### config.mk
export PLATFORM = sky130hd
export DESIGN_NAME = entry_shift_buffer
export DESIGN_NICKNAME = d
export VERILOG_FILES = /design/src/rtl/entry_shift_buffer.sv
export SDC_FILE = /design/constraint.sdc
export NUM_CORES = 1
export LEC_CHECK = 0
export CORE_ASPECT_RATIO = 1.75
export CORE_MARGIN = 4
export CORE_UTILIZATION = 30
export CTS_BUF_LIST = sky130_fd_sc_hd__clkbuf_16
export CTS_CLUSTER_SIZE = 14
export DETAILED_ROUTE_END_ITERATION = 6
export PLACE_DENSITY = 0.65
export SYNTH_ARGS = -nofsm -noshare
export SYNTH_HDL_FRONTEND = slang
export SYNTH_SLANG_ARGS = --single-unit
### constraint.sdc
create_clock -name clk -period 2.23 [get_ports clk]
set_clock_uncertainty 0.1 [all_clocks]
set_input_delay 0.446 -clock clk [delete_from_list [all_inputs] [get_ports clk]]
set_output_delay 0.446 -clock clk [all_outputs]
set_load 0.005 [all_outputs]
### src/rtl/entry_shift_buffer.sv
// Digit shift register with a saturating digit count and an overflow flag.
// New digits enter at the LSB, so the first digit ends up as the MS digit.
module entry_shift_buffer #(
    parameter int DIGIT_W  = 4,
    parameter int PASS_LEN = 4
) (
    input  logic                        clk,
    input  logic                        reset_n,
    input  logic                        clear_i,
    input  logic                        shift_i,
    input  logic [DIGIT_W-1:0]          digit_i,
    output logic [PASS_LEN*DIGIT_W-1:0] data_o,
    output logic [3:0]                  count_o,
    output logic                        overflow_o
);

    localparam int ENTRY_W = PASS_LEN * DIGIT_W;

    logic [ENTRY_W-1:0] data_q, data_d;
    logic [3:0]         count_q, count_d;
    logic               ovf_q, ovf_d;

    always_comb begin
        data_d  = data_q;
        count_d = count_q;
        ovf_d   = ovf_q;
        if (clear_i) begin
            data_d  = '0;
            count_d = '0;
            ovf_d   = 1'b0;
        end else if (shift_i) begin
            // A full buffer drops further digits but remembers it happened.
            if (count_q < 4'(PASS_LEN)) begin
                data_d  = (data_q << DIGIT_W) | ENTRY_W'(digit_i);
                count_d = count_q + 4'd1;
            end else begin
                ovf_d = 1'b1;
            end
        end
    end

    always_ff @(posedge clk or negedge reset_n) begin
        if (!reset_n) begin
            data_q  <= '0;
            count_q <= '0;
            ovf_q   <= 1'b0;
        end else begin
            data_q  <= data_d;
            count_q <= count_d;
            ovf_q   <= ovf_d;
        end
    end

    assign data_o     = data_q;
    assign count_o    = count_q;
    assign overflow_o = ovf_q;

endmodule

==> flow_summary.toml <==
[outcome]
run_status = "finished clean"

[detailed_routing]
drc = 0
ant_nets = 0
vias = 676
drtIter0Drc = 16
routed_wl_microns = 1910
avgRoutedWirePerCell_microns = 12.7
viasPerCell = 4.48
drt-pass1-iter-count = 4

[sta]
setup_viol = 0
max_freq_mhz = 563
period_minus_slack_ns = 1.78
tns_ns = 0
drv_slew = 0
worst_pin_slew_ns = 0.383
hold_viol = 0
fin_crit_sh_pct = 79.6
slew_headroom_pct = 74.4
rsz0062_at_grt = "no"

[synthesis]
synth_top_family_by_area = "simple AND/OR/NAND/NOR gates"
yosysSeqAreaShare_pct = 54.6
async_flop_share_pct = 100
synth_top_cell_area_share_pct = 54.6
synthCells = 77
synth-xor-area-share_pct = 0
synthSimpleGateAreaFrac_pct = 19.6
synth_area_sq_um = 962
synthFlopType = "dfrtp_1"
synth_compound_area_share_pct = 1.56
yosys.area.top_type = "dfrtp_1"
yosysUniqueCellTypes = 16
postSynthRegisterBits = 21
synth_nets = 86
yosysMostFrequentCell = "nand2b_1"
netlist_top_cells_count = "nand2b_1, dfrtp_1, mux2i_1"
yosysWarnings = 0
synth_adder_area_share_pct = 1.30
ys_top_cells_by_area = "dfrtp_1, mux2i_1, nand2b_1, buf_6, nor3b_4"
synthMuxAreaShare_pct = 18.9
syn_area_per_cell_sq_um = 12.5
synth_enable_flop_cells = 0

[floorplanning]
pin_count = 29
die_h_microns = 82.9
die-area_sq_um = 4210
initial_utilization_pct = 31.0
die_x_microns = 50.8
placementRows = 27
core_sq_um = 3110

[clocking]
htree_levels = 1
cts-hold-fix-buffers = 0
cts_setup_buffers = 0
ctsRootBufferMaster = "clkbuf_16"
clkTransAtPathRegs_ns = 0.05
insertion_delay_ns = 0.25
cts_buffers = 3
cts_resized = 0
cts_sinks = 21
cts_tree = "yes"
cts_buffer_depth = 2

[pwr]
vdd_ir_drop_max_uv = 314
p_per_area_nw_per_um2 = 643
p_leak_nw = 0.613
total_power_uw = 880

[grt]
grt_usage_pct = 10.0
grt_overflow = 0
antenna_found_initial = 0
grt_max_degree = 22
grt_pass1_wl_microns = 3220
grt_pass1_vias = 677

[setup_path]
crit_path_start_kind = "register"
worstPathCellList = "clkdlybuf4s50_1"
cp.required_ns = 1.68
arrival_ns = 1.23
crit_buf_inv = 1
cp_slowest_cell = "clkdlybuf4s50_1"
crit_fanout = 6
critPathTopFamily = "buffers and inverters"
crit_type = "register to output port"
critical_path.endpoint_type = "output port"
crit_path_max_incr_delay_ns = 0.54

[final_layout]
antennaDiodeCount = 0
syn_to_final_growth_pct = 42.1
drive_above_1_share_pct = 8.33
fillers = 320
final_nets = 118

[place]
portBuffers = 28
dp_hpwl_microns = 1430
routabilityCongestion = 0.664

[min_path]
hp-class = "register to register"

[flow_run]
maxCapViolations = 0
## report_power, final
part           switching, mW  internal (mW)
clock network          0.137          0.241
logic                 0.0397         0.0599
registers            0.00871          0.394
## metal layers
layer	global-route usage (%)	up-vias	part of all wire, %
li1	-	313	-
met1	11.8	337	41
met2	16.4	22	51
met3	2.51	4	6.0
met4	5.15	0	1.9
met5	0	-	0
## kinds of logic (layout without fill, tap and decap cells)
logic type	after synthesis	after routing
and+or+nand+nor	28	28
adders and majority gates	1	1
AOI/OAI and AO/OA	3	3
DFF	21	21
muxes	18	18
buffers and inverters	6	37
## placed cells by master, fill, tap and decap left out
cell type	Yosys	final
clkdlybuf4s50_1	0	28
clkinv_2	0	1
nor3b_4	1	1
mux2_2	1	1
o21ai_0	1	1
dfrtp_1	21	21
mux2i_1	17	17
a21oi_1	2	2
buf_4	0	3
clkbuf_16	0	3
ha_1	1	1
nor2_1	1	1
nand2b_1	22	22
nand3b_1	1	1
or3b_1	1	1
inv_1	2	2
nor2b_1	2	2
## path summary, 6_finish.rpt
| kind | end | depth (start not counted) | slack, ns | start |
|---|---|---|---|---|
| setup / recovery | count_o[3] | 1 | 0.45 | count_o[3] |
| hold / removal | overflow_o | 2 | 0.41 | overflow_o |
| setup reg to reg | data_o[10] | 2 | 0.88 | count_o[2] |
| hold reg to reg | overflow_o | 2 | 0.41 | overflow_o |
| max in group asynchronous | count_o[1] | 2 | 1.37 | reset_n |
| min in group asynchronous | data_o[2] | 2 | 0.45 | reset_n |
## registers in the layout, indices dropped and copies added, names as in the netlist
signal and count:
overflow_o 1, count_o 4, data_o 16
## stage by stage
step / setup slack [ns] / hold WS [ns] / std cells / instance area, sq um / utilization (%)
after detailed placement: 0.367 / 0.413 / 147 / 1290 / 41.4
after CTS: 0.438 / 0.421 / 151 / 1370 / 44.0
final: 0.454 / 0.414 / 151 / 1370 / 44.0
after global routing: 0.402 / 0.461 / 151 / 1370 / 44.0
after global placement: 0.369 / 0.403 / 147 / 1290 / 41.4
after floorplan: 0.894 / 0.0504 / 77 / 962 / -
## final cells by class
| type | instances | area, sq um | share of cell area (%) |
|---|---|---|---|
| Timing Repair Buffer | 31 | 303 | 22.1 |
| Tap cell | 43 | 53.8 | 3.93 |
| Multi-Input combinational cell | 50 | 398 | 29.1 |
| Clock buffer | 3 | 75.1 | 5.49 |
| Sequential cell | 21 | 526 | 38.4 |
| Inverter | 2 | 7.51 | 0.549 |
| Clock inverter | 1 | 5.00 | 0.366 |
(Power assumes the default switching activity.)
